## src/rtl/path_segment_pkg.sv

```systemverilog
// Shared types for the path-segment ALU: op encoding, pipeline stage record,
// and the select-width helper used to size the source-select ports.
package path_segment_pkg;

    typedef enum logic [1:0] {
        OP_ADD      = 2'b00,
        OP_SUB      = 2'b01,
        OP_MUL      = 2'b10,
        OP_PASS_MAC = 2'b11
    } op_e;

    // Widest operand the stage record can carry; WIDTH must not exceed this.
    localparam int PS_MAX_W = 64;

    typedef struct packed {
        logic                valid;
        op_e                 op;
        logic                tc;
        logic [PS_MAX_W-1:0] alu_res;
    } stage_t;

    // Width of a source index; at least one bit even for a single source.
    function automatic int ps_sel_w(input int n);
        return (n > 1) ? $clog2(n) : 1;
    endfunction

endpackage

```

## src/rtl/path_segment_alu_mult.sv

```systemverilog
// ps_mult_pipe: H x H multiplier with a STAGES-deep register chain for
// retiming. tc chooses two's-complement or unsigned operand interpretation.
module ps_mult_pipe #(
    parameter int H      = 8,
    parameter int STAGES = 2
) (
    input  logic           clk,
    input  logic           en,
    input  logic [H-1:0]   a,
    input  logic [H-1:0]   b,
    input  logic           tc,
    output logic [2*H-1:0] prod
);

    logic signed [2*H+1:0] a_ext;
    logic signed [2*H+1:0] b_ext;
    logic signed [2*H+1:0] full;
    logic                  unused_hi;
    logic [2*H-1:0]        prod_p [STAGES];

    // Extending by the operand MSB only when signed makes one multiplier
    // serve both interpretations; the low 2H bits are the exact product.
    assign a_ext = $signed({{(H+2){tc & a[H-1]}}, a});
    assign b_ext = $signed({{(H+2){tc & b[H-1]}}, b});
    assign full  = a_ext * b_ext;
    assign unused_hi = ^full[2*H+1:2*H];

    // Product register chain; frozen as a whole while the pipe is stalled
    always_ff @(posedge clk) begin
        if (en) begin
            prod_p[0] <= full[2*H-1:0];
            for (int i = 1; i < STAGES; i++) begin
                prod_p[i] <= prod_p[i-1];
            end
        end
    end

    assign prod = prod_p[STAGES-1];

endmodule

```

## src/rtl/path_segment_alu.sv

```systemverilog
// path_segment_alu: picks A/B from NUM_SRC source buses, registers them (S0),
// runs a MUL_STAGES-deep execute pipe and a registered output stage with
// valid/ready flow control. Latency MUL_STAGES+2 when unstalled.
// Optional feature: define PS_MAC_EN to turn op 11 into multiply-accumulate
// (otherwise op 11 passes A through and no accumulator exists).
module path_segment_alu
    import path_segment_pkg::*;
#(
    parameter  int WIDTH      = 16,
    parameter  int NUM_SRC    = 4,
    parameter  int MUL_STAGES = 2,
    localparam int SEL_W      = ps_sel_w(NUM_SRC)
) (
    input  logic                     clk,
    input  logic                     rst,
    input  logic [NUM_SRC*WIDTH-1:0] src,
    input  logic [SEL_W-1:0]         sel_a,
    input  logic [SEL_W-1:0]         sel_b,
    input  logic [1:0]               op,
    input  logic                     tc,
    input  logic                     in_valid,
    output logic                     in_ready,
    output logic [WIDTH-1:0]         out_data,
    output logic                     out_valid,
    input  logic                     out_ready
);

    localparam int H = WIDTH / 2;

    logic             stall;
    logic             adv;
    logic             accept;
    logic [WIDTH-1:0] opa;
    logic [WIDTH-1:0] opb;

    logic             vld_p0;
    logic [WIDTH-1:0] a_p0;
    logic [WIDTH-1:0] b_p0;
    op_e              op_p0;
    logic             tc_p0;

    stage_t           ex_p [1:MUL_STAGES];
    logic [WIDTH-1:0] prod_e;
    logic             unused_stage;

`ifdef PS_MAC_EN
    logic [WIDTH-1:0] acc;
    logic [WIDTH-1:0] mac_sum;
`endif

    // Non-multiply results are produced here and then just ride the pipe
    function automatic logic [WIDTH-1:0] alu_eval(input op_e o,
                                                  input logic [WIDTH-1:0] a,
                                                  input logic [WIDTH-1:0] b);
        case (o)
            OP_ADD:      return a + b;
            OP_SUB:      return a - b;
`ifndef PS_MAC_EN
            OP_PASS_MAC: return a;
`endif
            default:     return '0;
        endcase
    endfunction

    assign stall    = out_valid & ~out_ready;
    assign adv      = ~stall;
    assign in_ready = ~stall;
    assign accept   = in_valid & in_ready;

    // Source selectors; an index with no matching source leaves operand 0
    always_comb begin
        opa = '0;
        opb = '0;
        for (int i = 0; i < NUM_SRC; i++) begin
            if (sel_a == SEL_W'(i)) opa = src[i*WIDTH +: WIDTH];
            if (sel_b == SEL_W'(i)) opb = src[i*WIDTH +: WIDTH];
        end
    end

    // ---- S0: operand capture ----
    // Valid advances every unstalled cycle; operands load only on accept
    always_ff @(posedge clk) begin
        if (rst) begin
            vld_p0 <= 1'b0;
        end else if (adv) begin
            vld_p0 <= in_valid;
        end
        if (accept) begin
            a_p0  <= opa;
            b_p0  <= opb;
            op_p0 <= op_e'(op);
            tc_p0 <= tc;
        end
    end

    // ---- S0 -> E1..E{MUL_STAGES}: execute pipe ----
    // ALU result computed on entry to E1 and shifted alongside the multiplier
    always_ff @(posedge clk) begin
        if (rst) begin
            for (int i = 1; i <= MUL_STAGES; i++) begin
                ex_p[i].valid <= 1'b0;
            end
        end else if (adv) begin
            ex_p[1] <= '{valid:   vld_p0,
                         op:      op_p0,
                         tc:      tc_p0,
                         alu_res: PS_MAX_W'(alu_eval(op_p0, a_p0, b_p0))};
            for (int i = 2; i <= MUL_STAGES; i++) begin
                ex_p[i] <= ex_p[i-1];
            end
        end
    end

    ps_mult_pipe #(
        .H      (H),
        .STAGES (MUL_STAGES)
    ) u_mult (
        .clk  (clk),
        .en   (adv),
        .a    (a_p0[H-1:0]),
        .b    (b_p0[H-1:0]),
        .tc   (tc_p0),
        .prod (prod_e)
    );

    // The sign mode and the record's spare high bits are not needed past E{MUL_STAGES}
    assign unused_stage = ex_p[MUL_STAGES].tc ^ (^(ex_p[MUL_STAGES].alu_res >> WIDTH));

`ifdef PS_MAC_EN
    assign mac_sum = acc + prod_e;
`endif

    // ---- E{MUL_STAGES} -> output register ----
    // Bubbles clear out_valid but leave out_data (and acc) untouched
    always_ff @(posedge clk) begin
        if (rst) begin
            out_valid <= 1'b0;
            out_data  <= '0;
`ifdef PS_MAC_EN
            acc       <= '0;
`endif
        end else if (adv) begin
            out_valid <= ex_p[MUL_STAGES].valid;
            if (ex_p[MUL_STAGES].valid) begin
                case (ex_p[MUL_STAGES].op)
                    OP_MUL: out_data <= prod_e;
`ifdef PS_MAC_EN
                    OP_PASS_MAC: begin
                        out_data <= mac_sum;
                        acc      <= mac_sum;
                    end
`endif
                    default: out_data <= ex_p[MUL_STAGES].alu_res[WIDTH-1:0];
                endcase
            end
        end
    end

endmodule

```

## config.mk

```make
export PLATFORM = sky130hd
export DESIGN_NAME = path_segment_alu
export DESIGN_NICKNAME = d
export VERILOG_FILES = /design/src/rtl/path_segment_pkg.sv /design/src/rtl/path_segment_alu_mult.sv /design/src/rtl/path_segment_alu.sv
export SDC_FILE = /design/constraint.sdc
export NUM_CORES = 1
export LEC_CHECK = 0
export BUFFER_PORTS_ARGS = -buffer_cell sky130_fd_sc_hd__buf_2
export CELL_PAD_IN_SITES_DETAIL_PLACEMENT = 1
export CELL_PAD_IN_SITES_GLOBAL_PLACEMENT = 2
export CORE_ASPECT_RATIO = 0.8
export CORE_UTILIZATION = 41
export DETAILED_ROUTE_END_ITERATION = 8
export PLACE_DENSITY_LB_ADDON = 0.1
export SYNTH_ARGS = -nofsm -noshare
export SYNTH_HDL_FRONTEND = slang
export SYNTH_SLANG_ARGS = --single-unit
```

## constraint.sdc

```tcl
create_clock -name clk -period 6.8 [get_ports clk]
set_input_delay 0.34 -clock clk [delete_from_list [all_inputs] [get_ports clk]]
set_output_delay 0.34 -clock clk [all_outputs]
set_load 0.05 [all_outputs]
```

# Word level (Yosys, flattened, before mapping)
# Memory sizes are Yosys's and may differ from the RTL's.
# Cells that the tools add are included.
[word_totals]
ramBits = 168
out_inout_bits = 18
ff_bits = 53
mem_count = 2
[classes]
addsub = 2
n_eq_ne = 9
reduce_logical = 4
mux = 19
mul = 1
n_bitwise = 8
[mem_list]
columns = ["memory", "words", "word_bits", "rd", "rd_ports_with_merged_regs", "wr", "line_no", "text"]
rows = [
  ["ex_p", 2, 68, 2, 0, 2, "path_segment_alu.sv:42", "stage_t ex_p [1:MUL_STAGES];"],
  ["u_mult.prod_p", 2, 16, 2, 0, 2, "path_segment_alu_mult.sv:19", "logic [2*H-1:0] prod_p [STAGES];"],
]
[ops]
columns = ["cell", "count"]
rows = [
  ["two-way mux 16 bit", 11],
  ["case mux 16 bit (3 select lines)", 1],
  ["adder 16 bit", 1],
  ["multiplier 9 x 9 -> 16 bit", 1],
  ["subtractor 16 bit", 1],
  ["== test 2 bit (second input constant)", 6],
  ["two-way mux 1 bit", 7],
  ["== test 2 x 1 -> 1 bit (second input constant)", 3],
  ["logical NOT 2 bit", 3],
  ["AND 1 bit", 4],
  ["NOT 1 bit", 2],
  ["OR 1 bit", 2],
  ["AND reduction 2 bit", 1],
]

# Logic depth before layout (Yosys ltp)
# Gate-level depths: netlist of the first run.
[depth]
ltp_word = 6
depth_mapped = 22
ltp_nobuf = 21

# Hierarchy
# A second synthesis of the first run with hierarchy kept.
[unflattened]
hier_cells = 767
hier_area_um2 = 8918.6
[modules_own_cells]
columns = ["mod", "area_per_inst_um2", "cells_each", "n_inst"]
rows = [
  ["path_segment_alu", 5026.1, 391, 1],
  ["ps_mult_pipe", 3892.5, 376, 1],
]

# Least setup slack after synthesis of the first run
# OpenSTA, ideal clock, no wires.
[synth_timing]
path_type = "register -> register"
from = "register a_p0[7]"
to = "memory u_mult.prod_p[0][15] in the netlist's numbering, data pin"
setup_ps = 261
required_ps = 6539
path_stages_with_launch = 20
arrival_ps = 4827
path_buffers = 1
path_slack_ps = 1711
path_cell_list = "edfxtp_1 clkbuf_1 and2_1 nand2_1 fa_1 inv_1 fa_1 fa_1 fa_1 inv_1 fa_1 inv_1 ha_1 inv_1 o21ai_0 a21o_1 a21o_1 a31oi_1 o21ai_0 xnor2_1"
[synth_lines]
columns = ["element", "line_no", "text"]
rows = [
  ["start, declared", "path_segment_alu.sv:37", "logic [WIDTH-1:0] a_p0;"],
  ["start signal, assigned", "path_segment_alu.sv:89", "a_p0 <= opa;"],
  ["end, declared", "path_segment_alu_mult.sv:19", ""],
]

==> results of run 1 <==
## synthesized netlist by cell type, types with 7 or more instances
master,instances
a211oi_1,18
a21o_1,10
a21oi_1,16
and2_1,34
clkbuf_1,33
dfxtp_1,18
edfxtp_1,105
fa_1,64
ha_1,50
inv_1,82
mux2i_1,16
mux4_2,32
nand2_1,57
nand2b_1,7
nand3_1,9
nor2_1,40
o21ai_0,27
xnor2_1,23
xor2_1,21
## worst paths after layout
path                         from              endpoint  slack, ps  cells past startpoint
max                       a_p0[7]  u_mult.prod_p[0][15]       1370                     18
min                         op[0]              op_p0[0]        100                      1
max reg2reg               a_p0[7]  u_mult.prod_p[0][15]       1370                     18
min reg2reg  u_mult.prod_p[0][10]  u_mult.prod_p[0][26]        410                      0
## placed cells by master, fill, tap and decap left out, drive strengths merged, types with 8 or more instances in the layout
master    n
nand2    57
inv      84
xor2     21
mux2i    16
mux4     32
and2     34
fa       64
a21o     10
nand3     9
xnor2    23
dfxtp    18
nand2b    8
buf      95
edfxtp  105
o21ai    29
ha       50
nor2     40
a211oi   19
a21oi    16
clkbuf   19
## flip-flops by register name, summed over array words and instances (netlist names)
name and count:
out_data 16, tc_p0 1, ex_p 38, out_valid 1, u_mult.prod_p 32, op_p0 2, a_p0 16, vld_p0 1
b_p0 16
## cells by family after synthesis
kind of cell / after synthesis / share of synthesized area (%)
AOI/OAI and AO/OA: 90 / 6.931
and+or+nand+nor: 172 / 9.821
muxes: 48 / 10.27
DFF: 123 / 40.97
buffers and inverters: 119 / 5.268
adders and majority gates: 114 / 22.24
xor gates and xnor gates: 44 / 4.494
## through the flow
step	util, %	std cells	setup slack, ps	power (mW)
6_report	48.86	1064	1374	3.455
5_1_grt	48.86	1064	1068	3.737
4_1_cts	48.86	1064	1335	3.506
3_5_place_dp	45.96	1032	1334	2.576
3_3_place_gp	45.96	1032	1544	2.545
2_1_floorplan	-	710	1711	2.190
## power by group through the flow
| stage | clock (mW) | combinational, mW | sequential, mW |
|---|---|---|---|
| floorplan | 0 | 1.07 | 1.12 |
| global placement | 0 | 1.37 | 1.17 |
| detailed placement | 0 | 1.40 | 1.18 |
| CTS | 0.910 | 1.43 | 1.16 |
| global route | 0.941 | 1.62 | 1.17 |
| finish | 0.889 | 1.41 | 1.15 |
## metal layers
metal  part of all wire (%)  vias to the layer above
li1                       -                     2608
met1                     49                     2682
met2                     46                      106
met3                    3.4                       13
met4                    1.1                        0
met5                      0                        -
## worst register-to-register path: stages (launching register included)
cell and delay (ps):
edfxtp_1 560, and2_1 290, nand2_1 190, fa_1 540, inv_1 50, fa_1 500
fa_1 520, fa_1 490, inv_1 50, fa_1 490, inv_1 40, ha_1 300
inv_1 90, o21ai_0 140, a21o_1 210, a21o_1 190, a31oi_1 230, o21ai_0 150
xnor2_1 150
## cell type report
cell class,count,area share [%]
timing repair buffer,95,4.907
inverter,82,3.127
sequential,123,35.69
tap,264,3.356
clock buffer,19,4.500
multi-input combinational,468,46.98
clock inverter,13,1.436
==> flow_metrics.tcl, run 1 <==
set metrics [dict create \
    status "finished, final reports clean" \
    port_buffers 92 \
    hold_buffers 0 \
    p_clk_share_pct 25.7 \
    met2_usage_pct 30.89 \
    drc 0 \
    grtUsageMet3_pct 3.504 \
    ant_nets 0 \
    hold_viol 0 \
    fin_tns_setup_ps 0 \
    cap_violations 0 \
    hold_path_class "input pin to flip-flop" \
    worstPathMaxFanout 12 \
    ys.flop_type "edfxtp_1" \
    die_h_um 131.3 \
    setup.worst_path.start_class "flip-flop" \
    synth_top_area_share_pct 36.77 \
    worst-path-buf-inv 4 \
    critPathMaxStageDelay_ps 560 \
    synthToLayoutAreaGrowth_pct 14.80 \
    ys_seq_area_share_pct 40.97 \
    grt_pass1_wl_um 31570 \
    overflow 0 \
    postLayoutCellArea_mm2 0.009843 \
    dp_hpwl_um 14810 \
    grt_pass1_vias 6042 \
    via_per_inst 5.084 \
    critPathSlowestCell "edfxtp_1" \
    post-route-period-util_pct 79.80 \
    combPwrFrac_pct 40.8 \
    seq_area_mm2 0.003513 \
    crit_family "adder cells" \
    yosysWarningCount 0 \
    critPathArrivalTime_ps 5590 \
    rsz0062_at_grt "no" \
    die_x_um 163.7 \
    period_minus_slack_ps 5426 \
    crit_chain "and2_1 -> nand2_1 -> fa_1 -> inv_1 -> fa_1 -> fa_1 -> fa_1 -> inv_1 -> fa_1 -> inv_1 -> ha_1 -> inv_1 -> o21ai_0 -> a21o_1 -> a21o_1 -> a31oi_1 -> o21ai_0 -> xnor2_1" \
    syn-cell-area_mm2 0.008574 \
    crit_top_cell "fa_1" \
    h-tree-depth 4 \
    cts.clk_slew.worst_paths_ps 60 \
    cts_tree "done" \
    wl_per_cell_um 17.78 \
    cts_buffers 17 \
    finalClockSkew_ps 13.23 \
    yosysTopAreaCell "edfxtp_1" \
    cts_sinks 123 \
    dieArea_mm2 0.02150 \
    avgSynthCellArea_um2 12.08 \
    gr-usage-met1_pct 26.67 \
    synth_nets 899 \
    slew_viol_final 0 \
    worstSetupEndpointType "flip-flop" \
    multi_input_area_mm2 0.004624 \
    cts_buffer_depth 2 \
    grt_max_degree 37 \
    start_util_pct 42.57 \
    peakVddDrop_v 0.0001752 \
    p_sw_share_pct 35.17 \
    cp.required_ps 6960 \
    gp_congestion 0.7693 \
    cts_resized 0 \
    postCtsSetupBuffers 0 \
    insertion_delay_ps 430 \
    design.final.nets 976 \
    hold_ws_ps 96.60 \
    p_seq_share_pct 33.4 \
    layout-drive-gt1-share_pct 21.63 \
    synth_edf_count 105 \
    cts-root-buf "clkbuf_16" \
    yosys.cell_types.count 43 \
    powerDensity_mw_per_mm2 351.0 \
    core_area_mm2 0.02014 \
    vias 5409 \
    grt_antenna_before_repair 0 \
    tightest_slew_ps 1161 \
    synth_cells 710 \
    p_int_mw 2.240 \
    drt_iter0_drc 193 \
    rows 46 \
    synthTopCellsByArea "edfxtp_1 (37%), fa_1 (15%), mux4_2 (8.4%)" \
    diodes 0 \
    grt_use_total_pct 19.26 \
    io_pins 93 \
    firstDrtPassIters 4 \
    setup_viol 0 \
    fillers 2181 \
    p_leak_nw 4.177 \
    top_usage_layer "met2" \
    async_flop_share_pct 0 \
    ys_seq_elements 123 \
    max_freq_mhz 184.3 \
    max_slew_margin_pct 22.23 \
    criticalPathCategory "flip-flop to flip-flop" \
    p_sw_mw 1.215 \
    place_area_mm2 0.009259 \
    wl_um 18920 \
]
No activity file was read; power rests on OpenSTA's default activity.
==> run 2: changes to the inputs <==
==> constraint.sdc (replaced) <==
create_clock -name clk -period 5.6 [get_ports clk]
set_input_delay 0.28 -clock clk [delete_from_list [all_inputs] [get_ports clk]]
set_output_delay 0.28 -clock clk [all_outputs]
set_load 0.05 [all_outputs]
==> run 2 against run 1 <==
  * Critical path depth stayed put
  * Register-to-register slack worse by 1000 ps
  * Routed wire length increased by 4.1%
  * Final area increased by 0.57%
  * Utilization grew 0.28 points
  * Via count increased by 1.7%
  * Setup slack worse by 1000 ps
  * Largest cell class unchanged
  * Clock power increased by 18%
  * Flip-flop and latch count unchanged
  * Final cell count is 0.94% higher
  * Largest power group unchanged
  * Combinational power is 25% higher
==> flow_metrics.tcl, run 2 (synthesis results as in run 1) <==
set metrics [dict create \
    status "finished, final reports clean" \
    setup_viol 0 \
    cts-root-buf "clkbuf_16" \
    p_clk_share_pct 24.9 \
    crit_top_cell "fa_1" \
    wl_um 19700 \
    worstPathMaxFanout 6 \
    cts_buffers 17 \
    start_util_pct 42.57 \
    grt_max_degree 37 \
    design.final.nets 986 \
    grt_pass1_vias 5965 \
    insertion_delay_ps 420 \
    die_x_um 163.7 \
    port_buffers 92 \
    grt_pass1_wl_um 31940 \
    cts.clk_slew.worst_paths_ps 60 \
    peakVddDrop_v 0.0002157 \
    hold_buffers 0 \
    cts_tree "done" \
    cts_sinks 123 \
    firstDrtPassIters 4 \
    postLayoutCellArea_mm2 0.009899 \
    combPwrFrac_pct 41.9 \
    post-route-period-util_pct 94.01 \
    postCtsSetupBuffers 0 \
    core_area_mm2 0.02014 \
    synthToLayoutAreaGrowth_pct 15.45 \
    via_per_inst 5.120 \
    period_minus_slack_ps 5265 \
    critPathArrivalTime_ps 5430 \
    cp.required_ps 5760 \
    wl_per_cell_um 18.34 \
    critPathMaxStageDelay_ps 520 \
    overflow 0 \
    drc 0 \
    setup.worst_path.start_class "flip-flop" \
    hold_viol 0 \
    die_h_um 131.3 \
    ant_nets 0 \
    gp_congestion 0.8282 \
    dieArea_mm2 0.02150 \
    slew_viol_final 0 \
    grt_use_total_pct 19.53 \
    cts_resized 0 \
    final_common_cell "edfxtp_1" \
    place_area_mm2 0.009334 \
    top_regs "ex_p x38, u_mult.prod_p x32" \
    h-tree-depth 4 \
    criticalPathCategory "flip-flop to flip-flop" \
    max_slew_margin_pct 21.89 \
    dp_hpwl_um 15650 \
    max_freq_mhz 189.9 \
    total_power_mw 4.191 \
    p_seq_share_pct 33.1 \
    p_leak_nw 4.207 \
    rows 46 \
    p_sw_mw 1.506 \
    io_pins 93 \
    largest_reg_flops 38 \
    hold_path_class "input pin to flip-flop" \
    tightest_slew_ps 1166 \
    p_sw_share_pct 35.94 \
    vias 5499 \
    cap_violations 0 \
    largest-register "ex_p" \
    p_int_mw 2.685 \
    rsz0062_at_grt "no" \
    mostFrequentLayoutCells "edfxtp_1 (105), buf_2 (92), inv_1 (82)" \
    grt_antenna_before_repair 0 \
    cts_buffer_depth 2 \
    crit_chain "and2_1 -> nand2_1 -> fa_1 -> inv_1 -> fa_1 -> fa_1 -> fa_1 -> inv_1 -> fa_1 -> inv_1 -> ha_1 -> inv_1 -> o21ai_0 -> a21o_1 -> a21o_1 -> a31oi_1 -> o21ai_0 -> xnor2_1" \
    layout-drive-gt1-share_pct 22.59 \
    critPathSlowestCell "fa_1" \
    fin_tns_setup_ps 0 \
    drt_iter0_drc 231 \
    worstSetupEndpointType "flip-flop" \
    finalClockSkew_ps 11.29 \
    diodes 0 \
    powerDensity_mw_per_mm2 423.4 \
]
-- run 2: critical path, delay by kind of cell, from the launching register on --
family / cells / cell delay, ps
compound gates: 5 / 940
xor+xnor: 1 / 140
fa+ha+maj: 6 / 2830
buf+inv: 4 / 230
flops: 1 / 440
simple gates: 2 / 420
-- run 2: path summary, 6_finish.rpt --
| check | startpoint | endpoint | slack [ps] | cells after the start |
|---|---|---|---|---|
| setup / recovery | tc_p0 | u_mult.prod_p[0][15] | 340 | 18 |
| hold / removal | tc | tc_p0 | 40 | 1 |
| setup reg to reg | tc_p0 | u_mult.prod_p[0][15] | 340 | 18 |
| hold reg to reg | ex_p[1][14] | ex_p[2][14] | 420 | 0 |
-- run 2: power by group through the flow --
stage	combinational [mW]	sequential [mW]	clock [mW]
detailed placement	1.75	1.42	0
floorplan	1.30	1.36	0
CTS	1.79	1.40	1.07
global route	1.97	1.41	1.10
global placement	1.69	1.41	0
finish	1.76	1.39	1.05
-- run 2: area by class of cell --
| cell class | instances | area [um^2] |
|---|---|---|
| Inverter | 82 | 307.8 |
| Sequential cell | 123 | 3513 |
| Timing Repair Buffer | 105 | 558.0 |
| Fill cell | 2152 | 10240 |
| Multi-Input combinational cell | 468 | 4624 |
| Clock buffer | 18 | 429.2 |
| Tap cell | 264 | 330.3 |
| Clock inverter | 14 | 136.4 |
-- run 2: metal layers --
metal	vias up	track usage [%]	wire length (um)
met4	0	5.093	199
met2	116	31.47	9232
li1	2630	-	-
met5	-	0	0
met1	2738	27.20	9597
met3	15	3.283	668
-- run 2: metrics by stage --
step | util, % | instances | setup slack, ps | hold WS, ps
floorplan | - | 710 | 511.4 | 378.9
global placement | 46.34 | 1042 | 508.3 | 400.4
detailed placement | 46.34 | 1042 | 354.9 | 405.9
CTS | 49.14 | 1074 | 317.3 | 24.42
global route | 49.14 | 1074 | 109.5 | 29.98
finish | 49.14 | 1074 | 335.2 | 42.80
